<file path="config.mk">
export PLATFORM = sky130hd
export DESIGN_NAME = ln4017_decade_tally
export DESIGN_NICKNAME = d
export VERILOG_FILES = /design/src/rtl/ln4017_decade_tally.sv
export SDC_FILE = /design/constraint.sdc
export NUM_CORES = 1
export LEC_CHECK = 0
export CELL_PAD_IN_SITES_DETAIL_PLACEMENT = 1
export CELL_PAD_IN_SITES_GLOBAL_PLACEMENT = 2
export CORE_MARGIN = 2
export CORE_UTILIZATION = 27
export DETAILED_ROUTE_END_ITERATION = 7
export GPL_TIMING_DRIVEN = 0
export MAX_ROUTING_LAYER = met4
export PLACE_DENSITY = 0.83
export SLEW_MARGIN = 30
export SYNTH_ARGS = -nofsm -noshare
export SYNTH_HDL_FRONTEND = slang
export SYNTH_SLANG_ARGS = --single-unit
</file>
<file path="constraint.sdc">
create_clock -name cp0 -period 1.9 [get_ports cp0]
set_input_delay 0.19 -clock cp0 [delete_from_list [all_inputs] [get_ports cp0]]
set_output_delay 0.19 -clock cp0 [all_outputs]
set_load 0.1 [all_outputs]
</file>
<file path="src/rtl/ln4017_decade_tally.sv">
// ln4017_decade_tally
//   Consumes the one-hot state and carry of a 4017-style decade counter,
//   decodes the units digit, and counts decade roll-overs into a cascaded BCD
//   tally that can be latched for display.
//
// Ports
//   cp0        clock, rising edge
//   mr         synchronous active-high reset (overrides clr and latch_en)
//   in_q       one-hot counter state
//   q59_n      counter carry, 1 while state is 0..4
//   clr        synchronous clear of the cascade digits and the sticky flags
//   latch_en   capture live units and cascade into the display registers
//   bcd_units  latched units digit
//   bcd_carry  latched cascade digits, nibble 0 = tens
//   live_units decoded units digit from the registered counter state
//   illegal    sticky: a non-one-hot state was sampled
//   ovf        sticky: the cascade wrapped from all-9s to all-0s
module ln4017_decade_tally #(
    parameter int unsigned DIGITS = 3
) (
    input  logic                  cp0,
    input  logic                  mr,
    input  logic [9:0]            in_q,
    input  logic                  q59_n,
    input  logic                  clr,
    input  logic                  latch_en,
    output logic [3:0]            bcd_units,
    output logic [4*DIGITS-1:0]   bcd_carry,
    output logic [3:0]            live_units,
    output logic                  illegal,
    output logic                  ovf
);

    logic [9:0]          s_q;
    logic                s_c;
    logic                c_prev;
    logic [3:0]          held_units;
    logic [4*DIGITS-1:0] cascade;
    logic [4*DIGITS-1:0] cascade_next;
    logic                wrap_all;
    logic                one_hot;
    logic [3:0]          idx;
    logic                carry_event;

    // Decode: live_units tracks the registered state when it is one-hot and
    // otherwise keeps the last legal digit.
    always_comb begin
        idx     = 4'd0;
        one_hot = (s_q != 10'd0) && ((s_q & (s_q - 10'd1)) == 10'd0);
        for (int i = 0; i < 10; i++) begin
            if (s_q[i]) begin
                idx = 4'(i);
            end
        end
        live_units = one_hot ? idx : held_units;
    end

    // Carry rising edge means the counter stepped from 9 to 0.
    assign carry_event = s_c & ~c_prev;

    // Ripple a single increment through the BCD digits within one cycle.
    always_comb begin
        cascade_next = cascade;
        wrap_all     = 1'b1;
        for (int d = 0; d < int'(DIGITS); d++) begin
            if (wrap_all) begin
                if (cascade[4*d +: 4] == 4'd9) begin
                    cascade_next[4*d +: 4] = 4'd0;
                end else begin
                    cascade_next[4*d +: 4] = cascade[4*d +: 4] + 4'd1;
                    wrap_all               = 1'b0;
                end
            end
        end
    end

    always_ff @(posedge cp0) begin
        if (mr) begin
            // s_c and c_prev both 1 so a held-high q59_n after release is no event.
            s_q        <= 10'd1;
            s_c        <= 1'b1;
            c_prev     <= 1'b1;
            held_units <= 4'd0;
            cascade    <= '0;
            bcd_units  <= 4'd0;
            bcd_carry  <= '0;
            illegal    <= 1'b0;
            ovf        <= 1'b0;
        end else begin
            s_q        <= in_q;
            s_c        <= q59_n;
            c_prev     <= s_c;
            held_units <= live_units;

            // Display captures pre-edge values, so it never sees this edge's
            // increment or clear.
            if (latch_en) begin
                bcd_units <= live_units;
                bcd_carry <= cascade;
            end

            if (clr) begin
                cascade <= '0;
                illegal <= 1'b0;
                ovf     <= 1'b0;
            end else begin
                if (!one_hot) begin
                    illegal <= 1'b1;
                end
                if (carry_event) begin
                    cascade <= cascade_next;
                    if (wrap_all) begin
                        ovf <= 1'b1;
                    end
                end
            end
        end
    end

endmodule

</file>
==> flow_summary.yaml <==
global_route:
  grt_max_degree: 16
  grt_pass1_vias: 1647
  grt_pass1_wl_um: 7930
  grt.overflow.total: 0
  grt_antenna_before_repair: 0
  grtUsageTotal_pct: 13.7
run_status:
  status: "finished, violations left"
  violations: "setup timing"
floorplan:
  fp.dieH_um: 87.3
  rows: 30
  start_util_pct: 27.7
  core_mm2: 0.00676
  ioPinCount: 37
  die_area_mm2: 0.00762
  die_w_um: 87.3
run:
  drv_cap: 0
placement:
  placed_cells: 322
  post-place-ws_ns: -1.20
  gp_congestion: 0.696
  place_hpwl_um: 3260
  port_buffers: 35
  placed_cell_area_mm2: 0.00239
critical_path:
  required_ns: 1.71
  cp-start-kind: "flip-flop"
  crit_type: "reg -> out"
  critPathBufInv: 1
  crit_chain: "or4_4 -> o31ai_4 -> and4_4 -> a21oi_2 -> a31oi_4 -> buf_12"
  cpPeakStageDelay_ns: 0.57
  r2r_cells: 9
  end_kind: "primary output"
  slowest_stage: "or4_4"
  crit_family: "simple AND/OR/NAND/NOR gates"
  path_depth: 6
  cp.arrival_ns: 2.16
  cp_max_fo: 5
clock_network:
  cts_made_buffers: 5
  path_clk_slew_ns: 0.09
  ctsHoldBuffers: 0
  cts_max_level: 2
  cts_tree: "yes"
  root_buffer: "clkbuf_8"
  cts_sinks: 46
  clockBufferDepth: 2
  clock_latency_ns: 0.30
power_and_ir_drop:
  irDropWorstVdd_mv: 0.323
  powerDensity_mw_per_mm2: 798
  combPwrFrac_pct: 18.7
  switching_share_pct: 29.0
  sequentialPowerShare_pct: 47.0
  intPower_mw: 1.54
  p_leak_nw: 1.07
  switching_power_mw: 0.628
  clkPwrFrac_pct: 34.3
layout:
  drive_gt1_share_pct: 20.2
  area_delta_synth_final_pct: 45.0
  utilization_pct: 40.2
  n_fill_cell: 767
  n_antenna_cell: 0
  final_common_cell: "dfxtp_1"
  final_cell_area_mm2: 0.00272
  num-nets-final: 276
  layout_common_cells: "dfxtp_1, nor2_1, dlygate4sd2_1, a21oi_1, nor2b_1"
  instances_no_fill: 342
synth:
  synth_flop_cell: "dfxtp_1"
  synth_nets: 222
  syn_inst: 207
  yosys_warnings: 0
  netlist_area_mm2: 0.00187
  yosysSeqAreaShare_pct: 49.1
  async_flop_share_pct: 0
  ys_types: 39
  synth_seq_cells: 46
  synth.avg_cell_area_um2: 9.05
  synth_edf_count: 0
timing:
  finalMaxSlewViolations: 0
  fmax_mhz: 425
  skew_ns: 0.00944
  fin_crit_ns: 2.35
  setup_tns_ns: -2.51
  setup_viol_count_final: 12
  slew_headroom_pct: 35.1
  timing.final.crit_share_pct: 124
  finalWorstSetupSlack_ns: -0.453
  rsz0062_at_grt: "yes"
  worstMarginPinSlew_ns: 0.977
  finalHoldViolations: 0
worst_hold_path:
  hp-class: "in -> reg"
  whs_path_depth: 3
detailed_routing:
  drtIter0Drc: 57
  wl_per_cell_um: 13.7
  vias: 1626
  routed_wirelength_um: 4700
  ant_nets: 0
  via_per_inst: 4.75
  drc: 0
  first_pass_iters: 4
==> what timing repair did <==
item                                    CTS  global route
resized for setup                        73             5
pin swaps                                 9             2
setup buffers                            11             1
endpoints found under the setup margin   29            15
==> final cells by class <==
| type | count | area, µm² | share of cell area, % |
|---|---|---|---|
| plain buffers | 7 | 26.3 | 0.967 |
| repair buffers | 47 | 477 | 17.5 |
| well taps | 80 | 100 | 3.68 |
| multi-input cells | 150 | 1060 | 39.0 |
| clock inverters | 3 | 43.8 | 1.61 |
| clock buffers | 5 | 68.8 | 2.53 |
| flip-flops and latches | 46 | 926 | 34.1 |
| inverters | 4 | 15.0 | 0.552 |
==> flip-flops by register name, indices dropped and copies added, names as in the netlist <==
signal / flops
illegal: 1
s_c: 1
ovf: 1
c_prev: 1
s_q: 10
bcd_units: 4
bcd_carry: 12
cascade: 12
held_units: 4
==> final timing paths <==
kind / endpoint / from / slack, ns
max: live_units[0] / s_q[0] / -0.45
min: bcd_units[1] / latch_en / 0.38
max reg2reg: bcd_units[2] / s_q[0] / -0.24
min reg2reg: bcd_units[3] / bcd_units[3] / 0.45
==> worst min-delay path, cell delays in order <==
cell	delay [ns]
clkbuf_1	0.23
nor2_1	0.17
a311oi_1	0.05
==> power by group through the flow <==
stage               Sequential (mW)  Clock [mW]  Combinational [mW]
floorplan                      1.08           0               0.196
detailed placement             1.04           0               0.335
CTS                            1.02       0.766               0.402
global route                   1.02       0.810               0.432
global placement               1.04           0               0.332
finish                         1.02       0.744               0.406
==> cell usage after synthesis (2+ instances only) <==
cell type,n,area (µm²)
clkbuf_1,7,26.3
xor2_1,3,26.3
nor3_1,7,35.0
mux2i_1,12,120
nand2_1,9,33.8
a311oi_1,3,26.3
xnor2_1,2,17.5
nand3_1,3,15.0
dfxtp_1,46,921
o21ai_0,12,60.1
nand4_1,2,12.5
nor3b_1,4,30.0
nor2b_1,15,93.8
or3_1,3,18.8
or2_2,5,31.3
inv_1,4,15.0
nand2b_1,3,18.8
o31ai_1,2,15.0
a21oi_1,17,85.1
nor2_1,29,109
==> stage by stage <==
| step | power, mW | hold WS, ns |
|---|---|---|
| after floorplan | 1.28 | 0.294 |
| after global placement | 1.37 | 0.436 |
| after detailed placement | 1.37 | 0.441 |
| after CTS | 2.19 | 0.401 |
| after global routing | 2.26 | 0.425 |
| final | 2.17 | 0.384 |
==> per-layer routing <==
metal | track usage, % | vias up | routed length (µm)
met5 | - | - | 0
met1 | 16.7 | 760 | 2180
li1 | - | 831 | -
met3 | 2.84 | 6 | 137
met2 | 22.9 | 29 | 2330
met4 | 4.20 | 0 | 59
==> cells by family (layout without fill, tap and decap cells) <==
| kind of cell | after synthesis | after routing | synth area share (%) |
|---|---|---|---|
| AND/OR/NAND/NOR | 89 | 89 | 25.3 |
| flip-flops | 46 | 46 | 49.1 |
| AO/OA/AOI/OAI | 43 | 43 | 14.1 |
| multiplexers | 12 | 12 | 6.41 |
| buffers and inverters | 11 | 66 | 2.20 |
| XOR/XNOR | 5 | 5 | 2.34 |
| adder cells (fa/ha/maj) | 1 | 1 | 0.534 |
Note: power is estimated with default switching activity, not from simulation.
